### config.mk
export PLATFORM = sky130hd
export DESIGN_NAME = stream_deserializer_eof
export DESIGN_NICKNAME = d
export VERILOG_FILES = /design/src/rtl/stream_deserializer_eof.sv
export SDC_FILE = /design/constraint.sdc
export NUM_CORES = 1
export LEC_CHECK = 0
export BUFFER_PORTS_ARGS = -buffer_cell sky130_fd_sc_hd__buf_2
export CORE_ASPECT_RATIO = 0.8
export CORE_MARGIN = 2
export CORE_UTILIZATION = 54
export CTS_CLUSTER_SIZE = 10
export DETAILED_ROUTE_END_ITERATION = 7
export PLACE_DENSITY_LB_ADDON = 0.05
export SLEW_MARGIN = 20
export SYNTH_ARGS = -nofsm -noshare
export SYNTH_HDL_FRONTEND = slang
export SYNTH_SLANG_ARGS = --single-unit
### constraint.sdc
create_clock -name clk -period 4.32 [get_ports clk]
set_clock_uncertainty 0.2 [all_clocks]
set_input_delay 0.864 -clock clk [delete_from_list [all_inputs] [get_ports clk]]
set_output_delay 0.864 -clock clk [all_outputs]
set_load 0.01 [all_outputs]
### src/rtl/stream_deserializer_eof.sv
// stream_deserializer_eof
//   Packs Ratio consecutive narrow valid/ready beats into one wide word,
//   little-endian (first accepted beat in lane 0). A beat flagged in_eof
//   closes the word early; unfilled upper lanes are zero. Packet boundaries
//   therefore survive the width change and two packets never share a word.
//
// Parameters
//   DataBits : width of one input beat / one output lane
//   Ratio    : input beats per output word (>= 2)
//
// Ports
//   clk, rst_n            : clock, synchronous active-low reset
//   in_valid/in_ready     : narrow input handshake
//   in_data, in_eof       : narrow beat and its end-of-packet flag
//   out_valid/out_ready   : wide output handshake
//   out_data              : wide word, lane k = [k*DataBits +: DataBits]
//   out_eof               : word holds the packet's final beat
//   out_keep              : lane-valid mask (only with STREAM_DESERIALIZER_KEEP_EN)
//
// Build option
//   `define STREAM_DESERIALIZER_KEEP_EN adds the registered out_keep port.

module stream_deserializer_eof #(
  parameter int DataBits = 8,
  parameter int Ratio    = 2
) (
  input  logic                      clk,
  input  logic                      rst_n,
  input  logic                      in_valid,
  output logic                      in_ready,
  input  logic [DataBits-1:0]       in_data,
  input  logic                      in_eof,
  output logic                      out_valid,
  input  logic                      out_ready,
  output logic [Ratio*DataBits-1:0] out_data,
`ifdef STREAM_DESERIALIZER_KEEP_EN
  output logic [Ratio-1:0]          out_keep,
`endif
  output logic                      out_eof
);

  localparam int CntBits = (Ratio > 2) ? $clog2(Ratio) : 1;
  localparam logic [CntBits-1:0] LastLane = CntBits'(Ratio - 1);

  logic [CntBits-1:0]        cnt;
  logic [Ratio*DataBits-1:0] acc;
  logic [Ratio*DataBits-1:0] acc_next;
  logic [Ratio*DataBits-1:0] word_next;
  logic                      accept;
  logic                      closing;
`ifdef STREAM_DESERIALIZER_KEEP_EN
  logic [Ratio-1:0]          keep_next;
`endif

  // Depends only on registered state and the downstream ready.
  assign in_ready = !out_valid | out_ready;
  assign accept   = in_valid & in_ready;
  assign closing  = (cnt == LastLane) | in_eof;

  // word_next: lanes below cnt from the accumulator, lane cnt from the
  // incoming beat, lanes above cnt zero-padded.
  always_comb begin
    word_next = '0;
    acc_next  = acc;
`ifdef STREAM_DESERIALIZER_KEEP_EN
    keep_next = '0;
`endif
    for (int unsigned k = 0; k < Ratio; k++) begin
      if (32'(cnt) == k) begin
        word_next[k*DataBits +: DataBits] = in_data;
        acc_next[k*DataBits +: DataBits]  = in_data;
      end else if (32'(cnt) > k) begin
        word_next[k*DataBits +: DataBits] = acc[k*DataBits +: DataBits];
      end
`ifdef STREAM_DESERIALIZER_KEEP_EN
      keep_next[k] = (32'(cnt) >= k);
`endif
    end
  end

  always_ff @(posedge clk) begin
    if (!rst_n) begin
      out_valid <= 1'b0;
      out_eof   <= 1'b0;
      out_data  <= '0;
      cnt       <= '0;
      acc       <= '0;
`ifdef STREAM_DESERIALIZER_KEEP_EN
      out_keep  <= '0;
`endif
    end else begin
      if (out_valid && out_ready) begin
        out_valid <= 1'b0;
      end
      // A closing beat accepted in the same cycle as the downstream
      // handshake overrides the clear above and reloads back-to-back.
      if (accept) begin
        if (closing) begin
          out_valid <= 1'b1;
          out_data  <= word_next;
          out_eof   <= in_eof;
`ifdef STREAM_DESERIALIZER_KEEP_EN
          out_keep  <= keep_next;
`endif
          cnt       <= '0;
          acc       <= '0;
        end else begin
          acc <= acc_next;
          cnt <= cnt + CntBits'(1);
        end
      end
    end
  end

endmodule

==> results.py, run 1 <==
metrics = {
    "worst_hold_path": {
        "hold_path.class": "reg -> reg",
    },
    "synthesis": {
        "ffs_latches_synth": 27,
        "post_synth_instance_area_sq_um": 1130,
        "proportion_of_netlist_area_held_by_the_largest_area_contributor": 0.477,
        "yosys-top-cells-area": "sky130_fd_sc_hd__dfxtp_1, sky130_fd_sc_hd__mux2_1, sky130_fd_sc_hd__mux2i_1",
        "post_synth.cell_area_avg_sq_um": 9.94,
        "synth_edf_count": 0,
        "synthDominantAreaCellType": "sky130_fd_sc_hd__dfxtp_1",
        "synthDistinctLibCells": 25,
        "synth-async-reset-ratio": 0,
        "synth_cells": 114,
        "synth.net_count": 127,
        "yosys_warnings": 0,
        "postSynth.topFlopCell": "sky130_fd_sc_hd__dfxtp_1",
        "yosysSeqAreaShare": 0.477,
    },
    "worst_setup_path": {
        "cp_data_arrival_time_ns": 1.67,
        "critical_r2r_capture": "out_data[6]",
        "path_class": "in -> out",
        "reg2reg_slack_ns": 2.43,
        "worstPathCellList": "buf_2 > nor2b_4 > inv_2 > buf_2",
        "crit_end": "in_ready",
        "cell_occurring_most_often_along_the_worst_timing_path": "sky130_fd_sc_hd__buf_2",
        "worst_r2r_path_depth": 3,
        "path_max_fanout": 13,
        "worst_path_required_time_ns": 3.26,
        "cp-start-kind": "input pin",
        "timing.critical_path.from": "out_ready",
        "slowest_delay_ns": 0.32,
        "r2r-start": "cnt",
        "crit_path_top_delay_cell": "sky130_fd_sc_hd__nor2b_4",
        "setup.worst_path.end_class": "output pin",
    },
    "sta": {
        "slew-limit-headroom": 0.673,
        "finalWorstPathRequiredPeriod_ns": 2.74,
        "fin_tns_setup_ns": 0,
        "whs_ns": 0.263,
        "post-route-period-util": 0.633,
        "setup_violations_final": 0,
        "fmax_mhz": 365,
        "rsz0062_at_grt": "no",
        "hold_violations": 0,
        "report.final.slew_viol_count": 0,
        "tightestPinTransition_ns": 0.490,
    },
    "floorplanning": {
        "design.die.area_sq_um": 2480,
        "core_area_sq_um": 1930,
        "rows": 14,
        "initial_utilization": 0.588,
        "pin_count": 32,
        "die_width_um": 55.2,
        "fp.dieH_um": 45.0,
    },
    "cells_and_area": {
        "leading_cell_type_in_the_layout_fill_and_taps_excluded": "sky130_fd_sc_hd__buf_2",
        "drive_above_1_share": 0.291,
        "mostFrequentLayoutCells": "sky130_fd_sc_hd__buf_2, sky130_fd_sc_hd__dfxtp_1, sky130_fd_sc_hd__nand2_1",
        "area_growth_syn_to_layout_pct": 14.8,
        "antenna_cells_inserted": 0,
        "layout.nets": 155,
    },
    "global_routing": {
        "number_of_antenna_violations_at_the_first_check_in_global_routing": 0,
        "grt_max_degree": 25,
        "grt_pass1_wl_mm": 3.66,
        "globalRouteOverflowTotal": 0,
        "grt_pass1_vias": 865,
        "overall_global_routing_resource_usage": 0.190,
    },
    "placed_design": {
        "place_hpwl_mm": 1.54,
        "port_buffers": 31,
        "gp_routability_congestion": 0.769,
    },
    "clock_tree": {
        "worst_skew_pair.late_latency_ns": 0.32,
        "cts_max_level": 1,
        "cts-resized-gates": 0,
        "post_cts_buffers": 0,
        "cts_hold_repair.buffers": 0,
        "cts-root-to-sink-buffers": 2,
        "cts_inserted_buffers": 3,
        "cts.sink_count": 27,
        "tritoncts": "built",
        "cts_root_buf": "sky130_fd_sc_hd__clkbuf_4",
        "clkTransAtPathRegs_ns": 0.13,
    },
    "power_and_ir_drop": {
        "ir_worst_vdd_mv": 0.258,
        "cellPowerDensity_nw_per_um2": 341,
        "p_leak_nw": 0.600,
        "p_comb_frac": 0.151,
        "power_frac_clock": 0.240,
        "seqPwrFrac": 0.609,
        "total_switching_power_uw": 117,
        "internal_power_uw": 326,
        "power_switching_share": 0.265,
    },
    "detailed_routing": {
        "via_per_inst": 5.75,
        "route.vias.total": 949,
        "antenna_violating_nets_post_route": 0,
        "drt-total-wl_mm": 2.17,
        "post_drt_wl_per_cell_um": 13.1,
        "drt_pass1_iterations": 4,
        "drt-initial-drc-count": 26,
        "residual_drc": 0,
    },
    "run": {
        "max-cap-violations": 0,
    },
    "run_status": {
        "outcome": "finished, final reports clean",
    },
}
[per-stage QoR]
| stage | instance area, sq um | utilization | worst slack [ns] | instances | power [mW] |
|---|---|---|---|---|---|
| final | 1300 | 0.675 | 1.58 | 165 | 0.443 |
| after global routing | 1300 | 0.675 | 1.55 | 165 | 0.466 |
| after CTS | 1300 | 0.675 | 1.60 | 165 | 0.450 |
| after detailed placement | 1270 | 0.661 | 1.61 | 161 | 0.343 |
| after global placement | 1270 | 0.661 | 1.63 | 161 | 0.341 |
| after floorplan | 1130 | - | 1.87 | 114 | 0.321 |
[registers in the layout (all words and copies together) (netlist names)]
register	flops
out_data	16
acc	8
cnt	1
out_eof	1
out_valid	1
[cell families (layout without fill, tap and decap cells)]
logic type	Yosys count	after routing	synth area share
buffers and inverters	10	37	0.0464
DFF	27	27	0.477
AOI/OAI and AO/OA	30	30	0.189
muxes	16	16	0.150
and+or+nand+nor	31	31	0.138
[final cells by class]
cell class / instances / area, sq um
multi-input combinational: 77 / 541
fill: 171 / 626
inverter: 2 / 7.51
tap: 24 / 30.0
sequential: 27 / 541
timing repair buffer: 31 / 155
clock buffer: 3 / 22.5
clock inverter: 1 / 5.00
[worst min-delay path by stage]
stage | start | to | slack, ns | cells past startpoint
floorplan | acc[5] | acc[5] | 0.25 | 2
global placement | out_data[5] | out_data[5] | 0.24 | 2
detailed placement | out_data[1] | out_data[1] | 0.25 | 2
CTS | out_data[0] | out_data[0] | 0.27 | 2
global route | out_data[5] | out_data[5] | 0.28 | 2
finish | out_data[5] | out_data[5] | 0.26 | 2
[critical path, delay by kind of cell]
family	cells	cell delay, ns
buffers and inverters	3	0.48
and+or+nand+nor	1	0.32
[metal layers]
metal	part of all wire	track usage
met2	0.46	0.329
met3	0.063	0.0630
met4	0.013	0.0683
met1	0.46	0.228
met5	0	0
[cell usage after synthesis (2+ instances only)]
cell type / count
sky130_fd_sc_hd__inv_2: 2
sky130_fd_sc_hd__o21ai_0: 8
sky130_fd_sc_hd__mux2_1: 8
sky130_fd_sc_hd__nand4_1: 2
sky130_fd_sc_hd__clkbuf_1: 2
sky130_fd_sc_hd__a22o_1: 8
sky130_fd_sc_hd__a21oi_1: 7
sky130_fd_sc_hd__mux2i_1: 8
sky130_fd_sc_hd__nand2_1: 18
sky130_fd_sc_hd__dfxtp_1: 27
sky130_fd_sc_hd__a21boi_1: 3
sky130_fd_sc_hd__buf_2: 3
sky130_fd_sc_hd__nand3_1: 6
[power by group through the flow]
stage          Clock [mW]  Sequential [mW]  Combinational, mW
6_report            0.106            0.270             0.0669
5_1_grt             0.120            0.273             0.0731
4_1_cts             0.112            0.270             0.0675
3_5_place_dp            0            0.276             0.0669
3_3_place_gp            0            0.275             0.0656
2_1_floorplan           0            0.277             0.0438
No activity file was read; power rests on OpenSTA's default activity.
==> run 2, diff against run 1 <==
--- a/config.mk
+++ b/config.mk
@@ -8,7 +8,7 @@
 export BUFFER_PORTS_ARGS = -buffer_cell sky130_fd_sc_hd__buf_2
 export CORE_ASPECT_RATIO = 0.8
 export CORE_MARGIN = 2
-export CORE_UTILIZATION = 54
+export CORE_UTILIZATION = 45
 export CTS_CLUSTER_SIZE = 10
 export DETAILED_ROUTE_END_ITERATION = 7
 export PLACE_DENSITY_LB_ADDON = 0.05
==> constraint.sdc (replaced) <==
create_clock -name clk -period 2.2 [get_ports clk]
set_clock_uncertainty 0.2 [all_clocks]
set_input_delay 0.44 -clock clk [delete_from_list [all_inputs] [get_ports clk]]
set_output_delay 0.44 -clock clk [all_outputs]
set_load 0.01 [all_outputs]
==> run 2 against run 1 <==
First-iteration DRC count up 3.8%. Sequential share of layout area decreased by 1.1 points. Via count shrank 2.1%.
==> results.py, run 2 (same netlist as run 1, synthesis figures left out) <==
metrics = {
    "run_status": {
        "outcome": "finished, final reports clean",
    },
    "placed_design": {
        "port_buffers": 31,
        "place_hpwl_mm": 1.74,
        "gp_routability_congestion": 0.730,
    },
    "worst_setup_path": {
        "critical_r2r_capture": "out_data[15]",
        "worst_path_required_time_ns": 1.56,
        "path_class": "reg -> out",
        "reg2reg_slack_ns": 0.62,
        "crit_path_top_delay_cell": "sky130_fd_sc_hd__dfxtp_1",
        "worst_r2r_path_depth": 4,
        "worstPathCellList": "nor2b_4 > inv_2 > buf_2",
        "cp_data_arrival_time_ns": 1.14,
        "path_max_fanout": 13,
        "r2r-start": "out_valid",
        "slowest_delay_ns": 0.33,
        "setup.worst_path.end_class": "output pin",
        "cp-start-kind": "flop",
    },
    "detailed_routing": {
        "met3WireLength_um": 124,
        "met2_routed_wl_mm": 1.16,
        "antenna_violating_nets_post_route": 0,
        "residual_drc": 0,
        "drt-total-wl_mm": 2.35,
        "drt_pass1_iterations": 4,
        "post_drt_wl_per_cell_um": 13.0,
        "highest-signal-layer": "met4",
        "via_per_inst": 5.16,
        "route.vias.total": 929,
        "drt-initial-drc-count": 27,
        "route.layer.met1.wl_mm": 1.03,
    },
    "clock_tree": {
        "cts_root_buf": "sky130_fd_sc_hd__clkbuf_4",
        "cts-root-to-sink-buffers": 2,
        "cts.sink_count": 27,
        "cts_inserted_buffers": 3,
        "cts-resized-gates": 0,
        "tritoncts": "built",
        "post_cts_buffers": 0,
        "worst_skew_pair.late_latency_ns": 0.32,
        "cts_hold_repair.buffers": 0,
        "clkTransAtPathRegs_ns": 0.13,
        "cts_max_level": 1,
    },
    "global_routing": {
        "grt_pass1_vias": 906,
        "globalRouteOverflowTotal": 0,
        "overall_global_routing_resource_usage": 0.174,
        "grt_pass1_wl_mm": 3.91,
        "number_of_antenna_violations_at_the_first_check_in_global_routing": 0,
        "grt_max_degree": 25,
    },
    "floorplanning": {
        "fp.dieH_um": 48.9,
        "rows": 16,
        "core_area_sq_um": 2420,
        "initial_utilization": 0.468,
        "die_width_um": 60.1,
        "pin_count": 32,
        "design.die.area_sq_um": 2940,
    },
    "cells_and_area": {
        "num-fill-cells": 241,
        "largest_registers": "out_data: 16 flops, acc: 8 flops",
        "drive_above_1_share": 0.299,
        "layout.nets": 158,
        "antenna_cells_inserted": 0,
        "area_growth_syn_to_layout_pct": 18.0,
        "leading_cell_type_in_the_layout_fill_and_taps_excluded": "sky130_fd_sc_hd__buf_2",
        "mostFrequentLayoutCells": "sky130_fd_sc_hd__buf_2, sky130_fd_sc_hd__dfxtp_1, sky130_fd_sc_hd__nand2_1",
        "largest_reg_flops": 16,
        "regMostFlops": "out_data",
        "layout.core_utilization": 0.552,
    },
    "power_and_ir_drop": {
        "p_leak_nw": 0.613,
        "ir_worst_vdd_mv": 0.332,
        "cellPowerDensity_nw_per_um2": 655,
    },
    "worst_hold_path": {
        "hold_path.class": "in -> reg",
        "holdCritStartpoint": "in_data[0]",
        "hold-path-cell-count": 2,
        "worst_hold_endpoint": "out_data[8]",
    },
    "sta": {
        "setup_violations_final": 0,
        "fmax_mhz": 561,
        "rsz0062_at_grt": "no",
        "finalWorstPathRequiredPeriod_ns": 1.78,
        "fin_tns_setup_ns": 0,
        "report.final.slew_viol_count": 0,
        "hold_violations": 0,
        "tightestPinTransition_ns": 0.472,
        "slew-limit-headroom": 0.686,
        "post-route-period-util": 0.810,
        "whs_ns": 0.150,
    },
    "run": {
        "max-cap-violations": 0,
    },
}
## run 2: worst max path at each step
stage	start	end	slack, ns	cells after the start
after floorplan	out_ready	in_ready	0.60	4
after global placement	in_valid	out_data[4]	0.44	4
after detailed placement	in_valid	out_data[3]	0.41	4
after CTS	out_valid	in_ready	0.39	3
after global routing	out_valid	in_ready	0.32	3
final	out_valid	in_ready	0.42	3
## run 2: per-layer routing
layer,vias up,GRT usage
met2,22,0.293
met3,4,0.0477
met5,-,0
met1,439,0.216
li1,464,-
met4,0,0.0444
## run 2: final cells by class
cell class	count	area, sq um	area share
Inverter	2	7.51	0.00561
Clock buffer	4	26.3	0.0196
Timing Repair Buffer	34	178	0.133
Multi-Input combinational cell	77	541	0.404
Tap cell	36	45.0	0.0337
Sequential cell	27	541	0.404
## run 2: stage by stage
stage / cells / area [sq um] / setup WS [ns] / total power, mW
6_report: 180 / 1340 / 0.418 / 0.876
5_1_grt: 180 / 1340 / 0.321 / 0.936
4_1_cts: 180 / 1340 / 0.390 / 0.897
3_5_place_dp: 176 / 1310 / 0.409 / 0.680
3_3_place_gp: 176 / 1310 / 0.441 / 0.676
2_1_floorplan: 114 / 1130 / 0.596 / 0.630
## run 2: report_power, final
group	internal, mW	switching (mW)
logic	0.0612	0.0809
registers	0.514	0.0108
clock network	0.0711	0.138
## run 2: worst max-delay path: cells and delay by family (launching register included)
family | cells | cell delay, ns
flip-flops | 1 | 0.33
buffers and inverters | 2 | 0.36
AND/OR/NAND/NOR | 1 | 0.13
